===== src/rtl/fetch_pkg.sv =====
// Shared types and constants for the fetch stage: FSM state encoding, word geometry and the
// fetch-target legality rule.
package fetch_pkg;

    localparam int unsigned XLEN        = 32;
    localparam int unsigned INSTR_BYTES = 4;
    localparam logic [XLEN-1:0] NOP_INSTR = 32'h0000_0013;

    typedef enum logic [1:0] {
        BOOT,
        RUN,
        HALT,
        FAULT
    } fetch_state_t;

    typedef logic [XLEN:0] xlen_ext_t;

    // Compare with one extra bit so depth*4 cannot overflow the address width.
    function automatic logic fetch_addr_legal(input logic [XLEN-1:0] addr,
                                              input int unsigned     depth_words);
        xlen_ext_t limit;
        limit = xlen_ext_t'(depth_words) * xlen_ext_t'(INSTR_BYTES);
        return (addr[1:0] == 2'b00) && ({1'b0, addr} < limit);
    endfunction

endpackage


===== src/rtl/next_pc_select.sv =====
// Combinational next-PC mux (jump > branch > sequential) plus the alignment/range check on
// the selected target.
module next_pc_select
    import fetch_pkg::*;
#(
    parameter int unsigned IMEM_DEPTH_WORDS = 64
) (
    input  logic [XLEN-1:0] pc,
    input  logic            jump_valid,
    input  logic [XLEN-1:0] jump_target,
    input  logic            branch_taken,
    input  logic [XLEN-1:0] branch_target,
    output logic [XLEN-1:0] pc_plus4,
    output logic [XLEN-1:0] next_pc,
    output logic            next_illegal
);

    always_comb begin
        pc_plus4 = pc + XLEN'(INSTR_BYTES);
        if (jump_valid) begin
            next_pc = jump_target;
        end else if (branch_taken) begin
            next_pc = branch_target;
        end else begin
            next_pc = pc_plus4;
        end
        next_illegal = !fetch_addr_legal(next_pc, IMEM_DEPTH_WORDS);
    end

endmodule


===== src/rtl/pc_fetch_unit.sv =====
// Program counter and fetch control: holds the architectural PC, steps it through the
// BOOT/RUN/HALT/FAULT lifecycle, and counts retired instructions.
module pc_fetch_unit
    import fetch_pkg::*;
#(
    parameter logic [XLEN-1:0] RESET_VECTOR     = 32'h0000_0000,
    parameter int unsigned     IMEM_DEPTH_WORDS = 64
) (
    input  logic            clk,
    input  logic            rst,
    input  logic            stall,
    input  logic            branch_taken,
    input  logic [XLEN-1:0] branch_target,
    input  logic            jump_valid,
    input  logic [XLEN-1:0] jump_target,
    input  logic            halt_req,
    output logic [XLEN-1:0] pc,
    output logic [XLEN-1:0] pc_plus4,
    output logic            instr_valid,
    output logic            halted,
    output logic            fault,
    output logic [XLEN-1:0] fault_addr,
    output logic [XLEN-1:0] retired_count
);

    fetch_state_t    state_q, state_d;
    logic [XLEN-1:0] pc_q, pc_d;
    logic [XLEN-1:0] retired_q, retired_d;
    logic [XLEN-1:0] fault_addr_q, fault_addr_d;
    logic            fault_q, fault_d;
    logic            halted_q, halted_d;

    logic [XLEN-1:0] next_pc;
    logic            next_illegal;

    next_pc_select #(
        .IMEM_DEPTH_WORDS(IMEM_DEPTH_WORDS)
    ) u_next_pc_select (
        .pc           (pc_q),
        .jump_valid   (jump_valid),
        .jump_target  (jump_target),
        .branch_taken (branch_taken),
        .branch_target(branch_target),
        .pc_plus4     (pc_plus4),
        .next_pc      (next_pc),
        .next_illegal (next_illegal)
    );

    always_comb begin
        state_d      = state_q;
        pc_d         = pc_q;
        retired_d    = retired_q;
        fault_d      = fault_q;
        fault_addr_d = fault_addr_q;
        halted_d     = halted_q;

        unique case (state_q)
            BOOT: begin
                state_d = RUN;
            end
            RUN: begin
                if (halt_req) begin
                    // The halting instruction itself retires.
                    state_d   = HALT;
                    halted_d  = 1'b1;
                    retired_d = retired_q + 1'b1;
                end else if (!stall) begin
                    if (next_illegal) begin
                        state_d      = FAULT;
                        fault_d      = 1'b1;
                        fault_addr_d = next_pc;
                    end else begin
                        pc_d      = next_pc;
                        retired_d = retired_q + 1'b1;
                    end
                end
            end
            HALT, FAULT: begin
                // Frozen until reset.
            end
            default: begin
                state_d = BOOT;
            end
        endcase
    end

    always_ff @(posedge clk) begin
        if (rst) begin
            state_q      <= BOOT;
            pc_q         <= RESET_VECTOR;
            retired_q    <= '0;
            fault_q      <= 1'b0;
            fault_addr_q <= '0;
            halted_q     <= 1'b0;
        end else begin
            state_q      <= state_d;
            pc_q         <= pc_d;
            retired_q    <= retired_d;
            fault_q      <= fault_d;
            fault_addr_q <= fault_addr_d;
            halted_q     <= halted_d;
        end
    end

    assign pc            = pc_q;
    assign instr_valid   = (state_q == RUN);
    assign halted        = halted_q;
    assign fault         = fault_q;
    assign fault_addr    = fault_addr_q;
    assign retired_count = retired_q;

endmodule


===== config.mk =====
export PLATFORM = sky130hd
export DESIGN_NAME = pc_fetch_unit
export DESIGN_NICKNAME = d
export VERILOG_FILES = /design/src/rtl/fetch_pkg.sv /design/src/rtl/next_pc_select.sv /design/src/rtl/pc_fetch_unit.sv
export SDC_FILE = /design/constraint.sdc
export NUM_CORES = 1
export LEC_CHECK = 0
export ABC_AREA = 1
export BUFFER_PORTS_ARGS = -buffer_cell sky130_fd_sc_hd__buf_2
export CAP_MARGIN = 20
export CORE_ASPECT_RATIO = 1.2
export CORE_UTILIZATION = 47
export DETAILED_ROUTE_END_ITERATION = 10
export GPL_TIMING_DRIVEN = 0
export PLACE_DENSITY = 0.78
export SETUP_SLACK_MARGIN = 0.15
export SLEW_MARGIN = 10
export SYNTH_ARGS = -nofsm -noshare
export SYNTH_HDL_FRONTEND = slang
export SYNTH_HIERARCHICAL = 1
export SYNTH_SLANG_ARGS = --single-unit

===== constraint.sdc =====
create_clock -name clk -period 2.5 [get_ports clk]
set_clock_uncertainty 0.05 [all_clocks]
set_input_delay 0.125 -clock clk [delete_from_list [all_inputs] [get_ports clk]]
set_output_delay 0.125 -clock clk [all_outputs]
set_load 0.005 [all_outputs]

; Yosys cells after proc, flatten, opt, wreduce, memory -nomap -nowiden
; Cells that the tools add are included.
[word_totals]
n_memories = 0
romBits = 0
mem_bits_rw = 0
out_inout_bits = 131
elab_cells = 35
ff_bits = 100
latchBits = 0
[op_classes]
n_reduce_logical = 10
magnitude_cmp = 1
eq_ne = 4
muxes = 9
multipliers = 0
n_addsub = 2
bitwise_logic = 3
shift = 0
div = 0
[op_table]
columns = op, n
row1 = $mux W32, 5
row2 = $add A32 B1 Y32 const B, 1
row3 = $add A32 B3 Y32 const B, 1
row4 = $lt A32 B9 Y1 const B, 1
row5 = $reduce_and A4 Y1, 2
row6 = $mux W2, 3
row7 = $ne A3 B3 Y1 const B, 2
row8 = $reduce_and A3 Y1, 2
row9 = $logic_not A2 Y1, 2
row10 = $pmux W2 S2, 1
row11 = $reduce_bool A2 Y1, 2
row12 = $not A1 Y1, 3
row13 = $eq A2 B1 Y1 const B, 1
row14 = $ne A2 B1 Y1 const B, 1
row15 = $reduce_and A2 Y1, 1
row16 = $logic_and A1 B1 Y1, 1

; Logic depth before layout (Yosys ltp)
; Gate-level depths: netlist (run 1).
[depth]
word_depth = 9
mapped_depth = 23

; Cells and area by module
; Netlist (run 1), hierarchy kept.
[modules_own_cells]
columns = mod, cells_per_inst, instances, seq_area_each_um2, area_per_inst_um2
row1 = pc_fetch_unit, 595, 1, 2001.9, 4205.3
row2 = next_pc_select, 422, 1, 0.0, 1971.9

; Worst setup path after synthesis (run 1)
; Ideal clock, no wire load.
[synth_path]
kind = reg2reg
startpoint = register pc_q[3] (netlist: pc[3])
endpoint = register retired_q[22] (netlist: retired_count[22])
path_slack_ns = -0.158
path_stages_with_launch = 20
setup_ns = 0.116
n_path_buf = 1
arrival_ns = 2.493
cell_sequence = dfxtp_1 ha_1 nand2_1 nor2_4 nand2_4 nor2_4 nand2_1 o21ai_2 nand3_1 a21boi_2 nand2_1 nor2_1 nand3_1 o21ai_2 nand2_4 inv_2 buf_6 nand3_1 o21ai_0 nor2_1
[synth_via]
elab_chain_cells = 7
[synth_lines]
columns = element, line
row1 = from (decl), pc_fetch_unit.sv:27  ; logic [XLEN-1:0] pc_q, pc_d;
row2 = from (signal assigned), pc_fetch_unit.sv:97  ; pc_q <= pc_d;
row3 = $add A32 B3 Y32, next_pc_select.sv:19  ; pc_plus4 = pc + XLEN'(INSTR_BYTES);
row4 = $mux W32, next_pc_select.sv:22  ; end else if (branch_taken) begin
row5 = $mux W32, next_pc_select.sv:20  ; if (jump_valid) begin
row6 = $lt A32 B9 Y1, fetch_pkg.sv:23  ; return (addr[1:0] == 2'b00) && ({1'b0, addr} < limit);
row7 = $logic_and A1 B1 Y1, fetch_pkg.sv:23
row8 = $reduce_bool A2 Y1 (no source line), n/a
row9 = $reduce_and A3 Y1 (no source line), n/a
row10 = to (signal assigned), pc_fetch_unit.sv:98  ; retired_q <= retired_d;
row11 = to (decl), pc_fetch_unit.sv:28  ; logic [XLEN-1:0] retired_q, retired_d;
; No other way between the ends.
; A chain may end at the register's enable or synchronous reset.

; Final worst setup path (run 1)
[layout_path]
startpoint = register pc_q[2] (netlist: pc[2])
endpoint = register pc_q[22] (netlist: pc[22])
[layout_via]
elab_chain_cells = 6
[layout_lines]
columns = element, line
row1 = $add A32 B3 Y32 (*), next_pc_select.sv:19
row2 = $mux W32 (*), next_pc_select.sv:22
row3 = $mux W32 (*), next_pc_select.sv:20
row4 = $lt A32 B9 Y1, fetch_pkg.sv:23
row5 = $logic_and A1 B1 Y1, fetch_pkg.sv:23
row6 = $reduce_and A4 Y1 (no source line), n/a
; Every way passes the cells marked *; elsewhere a longest branch is shown, timed or not.

==> results.cfg, run 1 <==
[run_status]
status = finished with violations
violations = setup timing

[floorplanning]
io_pins = 201
coreArea_sq_um = 12700
chipHeight_microns = 128
rows = 45
initial_core_util = 0.485
die_x_microns = 107
dieArea_sq_um = 13600

[synth]
syn-instance-count = 1017
synthTopCellsByArea = dfxtp_1 (32%), nor2_1 (18%), nand2_1 (14%)
yosysTopAreaCellShare = 0.324
syn-cell-area_sq_um = 6180
ys.flop_type = dfxtp_1
synth_seq_cells = 100
synth_edf_count = 0
synth_area_leader_cell = dfxtp_1
yosysSeqAreaShare = 0.324
avgSynthCellArea_sq_um = 6.07
ys_types = 41
async_flop_share = 0
synth_nets = 1089
yosysWarnings = 6

[grt]
grt_util_all_layers = 0.323
first_global_vias = 6744
grt_antenna_before_repair = 0
grt_overflow = 0
grt_max_degree = 19
grt_first_pass_wirelength_microns = 34500

[pwr]
cellLeakagePower_nw = 4.23
ir_worst_vdd_mv = 0.379
powerDensity_nw_per_um2 = 420

[critical_path]
crit_end = pc[22]
reg2reg_slack_ns = -0.50
r2r_end = pc[22]
critPathKind = reg -> reg
cp_data_arrival_time_ns = 3.18
endpoint_kind = register
critPathRequiredTime_ns = 2.68
cp-startpoint = pc[2]
rr_startpoint = pc[2]
startpoint_type = register
crit_path_max_fanout = 6
rr_worst_depth = 19

[timing]
hold_viol_final = 0
max_freq_mhz = 334
fin_hold_ws_ns = 0.0506
fin_crit_ns = 3.00
setup_slack_ns = -0.497
setup_tns_ns = -40.63
report.final.slew_viol_count = 0
final-setup-viol-count = 98
maxSlewHeadroom = 0.543
rsz0062_at_grt = yes
tightest_slew_ns = 0.685
fin_crit_sh = 1.20

[route]
drt_iter0_drc = 525
detail-route-antenna-nets = 0
viasPerCell = 5.25
routedWlPerCell_microns = 15.6
drcViolationCount = 0
dr.pass1.iters = 6
totalWireLength_microns = 22500
dr_total_vias = 7543

[hold_path]
hold_class = in -> reg

[clock_network]
clk_latency_ns = 0.35
clock_sinks = 100
cts_tree = done
ctsRootBufferMaster = clkbuf_16
hold_buffers = 0
cts-buffers-inserted = 9
cts_buffer_depth = 2
h-tree-depth = 3
cts.clk_slew.worst_paths_ns = 0.07

[final_layout]
drive_above_1_share = 0.353
multi_input_area_sq_um = 4060
nFillCells = 1170
regArea_sq_um = 2050
n_antenna_cell = 0
finalInstanceArea_sq_um = 8660
fin_nets = 1340
area_growth_pct = 40.1

[placement]
placed_cell_area_sq_um = 7410
port_buffers = 198
place_ws_ns = -0.781
place.gp.congestion = 1.01
dp_hpwl_microns = 16600

[run]
max_cap_violations = 0
## layer usage
layer  part of all wire  vias to the layer above  track usage
met5                  0                        -            0
met4              0.038                        0        0.145
met3              0.073                       57       0.0571
met2               0.48                      383        0.553
met1               0.40                     3387        0.394
li1                   -                     3716            -
## final cells by class
type                       count  share of cell area
multi-input combinational    787               0.468
sequential                   100               0.237
timing repair buffer         240               0.162
inverter                      90              0.0402
buffer                        40              0.0343
clock buffer                  10              0.0264
tap                          164              0.0237
clock inverter                 6             0.00867
## Yosys cell counts, types with 6 or more instances
| library cell | count |
|---|---|
| a21boi_1 | 6 |
| a21oi_1 | 35 |
| buf_2 | 20 |
| clkbuf_1 | 10 |
| dfxtp_1 | 100 |
| inv_1 | 85 |
| nand2_1 | 227 |
| nand3_1 | 51 |
| nand3b_1 | 10 |
| nand4_1 | 14 |
| nor2_1 | 288 |
| nor2_2 | 10 |
| nor2_4 | 10 |
| o21ai_0 | 75 |
| o21ai_1 | 6 |
| o21ai_2 | 8 |
| xnor2_1 | 7 |
## what timing repair did
action | 4_1_cts | 5_1_grt
resized for setup | 139 | 77
endpoints found under the setup margin | 98 | 98
hold endpoints to repair | 0 | 0
pin swaps | 17 | 16
setup buffers | 25 | 12
gates cloned | 3 | 2
## how the worst min path moves through the flow
stage | from | to | slack, ns | cells past startpoint
5_1_grt | rst | halted | 0.05 | 2
4_1_cts | rst | halted | 0.03 | 2
3_3_place_gp | rst | retired_count[6] | 0.38 | 2
3_5_place_dp | rst | retired_count[7] | 0.40 | 2
2_1_floorplan | halt_req | state_q[0] | 0.17 | 1
6_report | halt_req | state_q[0] | 0.05 | 2
## sequential cells by signal, summed over array words and instances (netlist names)
register,cells
retired_count,32
halted,1
state_q,2
fault_addr,32
pc,32
fault,1
## logic make-up (layout without fill, tap and decap cells)
kind of cell	count (synthesis)	after routing	synth area share
buffers and inverters	130	386	0.0877
flip-flops	100	100	0.324
adder cells (fa/ha/maj)	2	2	0.00405
XOR/XNOR	9	9	0.0128
AND/OR/NAND/NOR	634	634	0.443
AO/OA/AOI/OAI	142	142	0.128
## through the flow
step	power, W	utilization	cells
6_report	0.00364	0.680	1437
5_1_grt	0.00377	0.680	1437
4_1_cts	0.00361	0.651	1423
3_5_place_dp	0.00211	0.582	1379
3_3_place_gp	0.00211	0.582	1379
2_1_floorplan	0.00193	-	1017
## cell usage in the layout (no fill, tap or decap), types with 3 or more instances in the layout
cell type / count
nor2_4: 29
buf_6: 15
buf_4: 30
nand4_1: 14
dfxtp_1: 76
inv_2: 3
inv_1: 83
o21ai_0: 35
xnor2_1: 7
nor2_2: 25
o21ai_1: 21
nand3_2: 9
dfxtp_2: 17
nand3_4: 3
a21boi_2: 6
nand2_4: 7
o21ai_2: 33
nand2_2: 17
nand3_1: 45
buf_2: 210
clkbuf_16: 11
nand2_1: 211
clkbuf_1: 11
clkbuf_8: 3
a21boi_1: 4
nor2_1: 254
a21oi_2: 4
buf_1: 3
dfxtp_4: 7
a21oi_1: 31
o21bai_1: 5
buf_8: 6
nand3b_1: 10
## critical path, stage by stage (launching register included)
cell	delay, ns
dfxtp_4	0.39
ha_4	0.18
nand2_2	0.08
nor2_4	0.23
nand2_4	0.10
nor2_4	0.17
nand2_1	0.10
o21ai_2	0.15
nand3_1	0.10
a21boi_2	0.17
nand2_1	0.07
nor2_1	0.12
nand3_2	0.13
inv_2	0.07
nand3_2	0.08
nor2_4	0.21
clkinv_4	0.16
clkbuf_16	0.20
nor2_4	0.07
nor2_1	0.05
## where the power goes
group	switching (W)	internal (W)	leakage, nW
sequential	0.0000270	0.00162	0.823
clock	0.000663	0.000798	0.151
combinational	0.000314	0.000211	3.25
total	0.00100	0.00263	4.23
Power figures use the tool's default switching activity.
==> run 2, diff against run 1 <==
--- a/config.mk
+++ b/config.mk
@@ -6,13 +6,14 @@
 export NUM_CORES = 1
 export LEC_CHECK = 0
 export ABC_AREA = 1
-export BUFFER_PORTS_ARGS = -buffer_cell sky130_fd_sc_hd__buf_2
 export CAP_MARGIN = 20
 export CORE_ASPECT_RATIO = 1.2
-export CORE_UTILIZATION = 47
+export CORE_UTILIZATION = 50
 export DETAILED_ROUTE_END_ITERATION = 10
+export DONT_BUFFER_PORTS = 1
 export GPL_TIMING_DRIVEN = 0
-export PLACE_DENSITY = 0.78
+export HOLD_SLACK_MARGIN = 0.06
+export PLACE_DENSITY = 0.68
 export SETUP_SLACK_MARGIN = 0.15
 export SLEW_MARGIN = 10
 export SYNTH_ARGS = -nofsm -noshare
==> run 2 against run 1 <==
  * Sequential power about the same
  * Sequential share of layout area increased by 2.8 points
  * Global-route usage decreased by 2.1 points
  * Die area decreased by 5.9%
  * First-iteration DRC count decreased by 40%
  * Cell area decreased by 10%
  * Largest cell class unchanged
  * Worst hold slack improved by 0.011 ns
  * Sequential cell count unchanged
  * Fmax increased by 0.22%
  * Register-to-register slack about the same
  * The flow still finishes with violations (setup timing)
==> results.cfg, run 2 (synthesized netlist as in run 1, its figures left out) <==
[run_status]
status = finished with violations
violations = setup timing

[route]
dr.pass1.iters = 8
drt_iter0_drc = 316
route.met2.wl_microns = 10200
drcViolationCount = 0
viasPerCell = 5.38
detail-route-antenna-nets = 0
dr_total_vias = 6624
totalWireLength_microns = 20300
wl_met3_microns = 1620
routedWlPerCell_microns = 16.5
dr.max_layer_used = met4
drt-met1-wl_microns = 7680

[placement]
dp_hpwl_microns = 15000
port_buffers = 0
placed_cells_incl_taps = 1178
place_ws_ns = -0.756
place.gp.congestion = 0.952

[timing]
max_freq_mhz = 334
tightest_slew_ns = 0.699
fin_hold_ws_ns = 0.0620
rsz0062_at_grt = yes
final-setup-viol-count = 98
maxSlewHeadroom = 0.534
report.final.slew_viol_count = 0
fin_crit_sh = 1.20
setup_tns_ns = -36.13
hold_viol_final = 0
setup_slack_ns = -0.490
fin_crit_ns = 2.99

[critical_path]
critPathRequiredTime_ns = 2.68
cp_data_arrival_time_ns = 3.17
endpoint_kind = register
slowest_stage = dfxtp_4
reg2reg_slack_ns = -0.49
rr_worst_depth = 21
crit_path_max_fanout = 10
crit_family = simple AND/OR/NAND/NOR gates
crit_chain = ha_4 > nand2_4 > nor2_4 > nand2_4 > nor2_4 > nand2_2 > nand3_2 > nand2_1 > a21oi_2 > nand2_1 > nor2_1 > nand2_1 > nor2_2 > nand3_2 > inv_1 > nand3_2 > nor2_4 > inv_4 > buf_6 > nor2_1 > nor2_1
worstSetupPathDepth = 21
critPathKind = reg -> reg
startpoint_type = register
timing.critical_path.buf_inv = 3
worst_path_largest_cell_delay_ns = 0.39

[pwr]
ir_worst_vdd_mv = 0.288
cellLeakagePower_nw = 3.26
powerDensity_nw_per_um2 = 465

[final_layout]
drive_above_1_share = 0.241
n_antenna_cell = 0
final_cell_mix = nor2_1 (236), nand2_1 (202), inv_1 (84)
fin_nets = 1138
utilization = 0.646
mostFrequentLayoutCell = nor2_1
instances_no_fill = 1232
area_growth_pct = 26.0

[hold_path]
hold_class = in -> reg
hold_depth = 4

[grt]
grt_first_pass_wirelength_microns = 29300
grt_util_all_layers = 0.302
grt_max_degree = 16
grt_antenna_before_repair = 0
first_global_vias = 5901
grt_overflow = 0

[floorplanning]
initial_core_util = 0.512
dieArea_sq_um = 12800
chipHeight_microns = 124
io_pins = 201
die_x_microns = 103
rows = 44
coreArea_sq_um = 12100

[clock_network]
cts_buffer_depth = 2
cts-buffers-inserted = 9
cts.clk_slew.worst_paths_ns = 0.07
clk_latency_ns = 0.35
cts_tree = done
clock_sinks = 100
h-tree-depth = 3
ctsRootBufferMaster = clkbuf_16

[run]
max_cap_violations = 0
[run 2: metrics by stage]
stage	power [W]	instance area [sq um]
2_1_floorplan	0.00193	6210
3_3_place_gp	0.00202	6410
3_5_place_dp	0.00202	6410
4_1_cts	0.00358	7340
5_1_grt	0.00373	7780
6_report	0.00362	7780
[run 2: worst paths after layout]
kind                         from             end
setup reg to reg            pc[3]           pc[9]
setup / recovery            pc[3]           pc[9]
hold / removal    jump_target[24]  fault_addr[24]
hold reg to reg            halted          halted
[run 2: area by class of cell]
class                   instances  area, sq um
inverters                      90          353
repair buffers                 38          388
flip-flops and latches        100         2060
plain buffers                  40          293
clock buffers                  12          246
multi-input cells             787         4170
clock inverters                 4         72.6
fillers                      1118         4270
well taps                     161          201
[run 2: report_power, final]
group / internal (W) / total [W] / switching, W
clock: 0.000904 / 0.00151 / 0.000603
combinational: 0.000169 / 0.000454 / 0.000285
sequential: 0.00162 / 0.00166 / 0.0000388
[run 2: worst reg2reg max path: stages, from the launching register on]
cell	delay (ns)
dfxtp_4	0.39
ha_4	0.18
nand2_4	0.06
nor2_4	0.23
nand2_4	0.11
nor2_4	0.15
nand2_2	0.07
nand3_2	0.06
nand2_1	0.07
a21oi_2	0.16
nand2_1	0.08
nor2_1	0.09
nand2_1	0.07
nor2_2	0.09
nand3_2	0.14
inv_1	0.10
nand3_2	0.09
nor2_4	0.24
inv_4	0.09
buf_6	0.15
nor2_1	0.13
nor2_1	0.07
[run 2: routing by layer]
| metal | vias up | global-route usage |
|---|---|---|
| li1 | 3310 | - |
| met1 | 3005 | 0.340 |
| met2 | 260 | 0.535 |
| met3 | 49 | 0.0685 |
| met4 | 0 | 0.140 |
| met5 | - | 0 |
[run 2: timing repair]
item,4_1_cts,5_1_grt
setup buffers,16,8
hold buffers,8,1
endpoints found under the hold margin,21,1
pin swaps,26,29
endpoints found under the setup margin,98,98
resized for setup,148,100
cloned,3,2
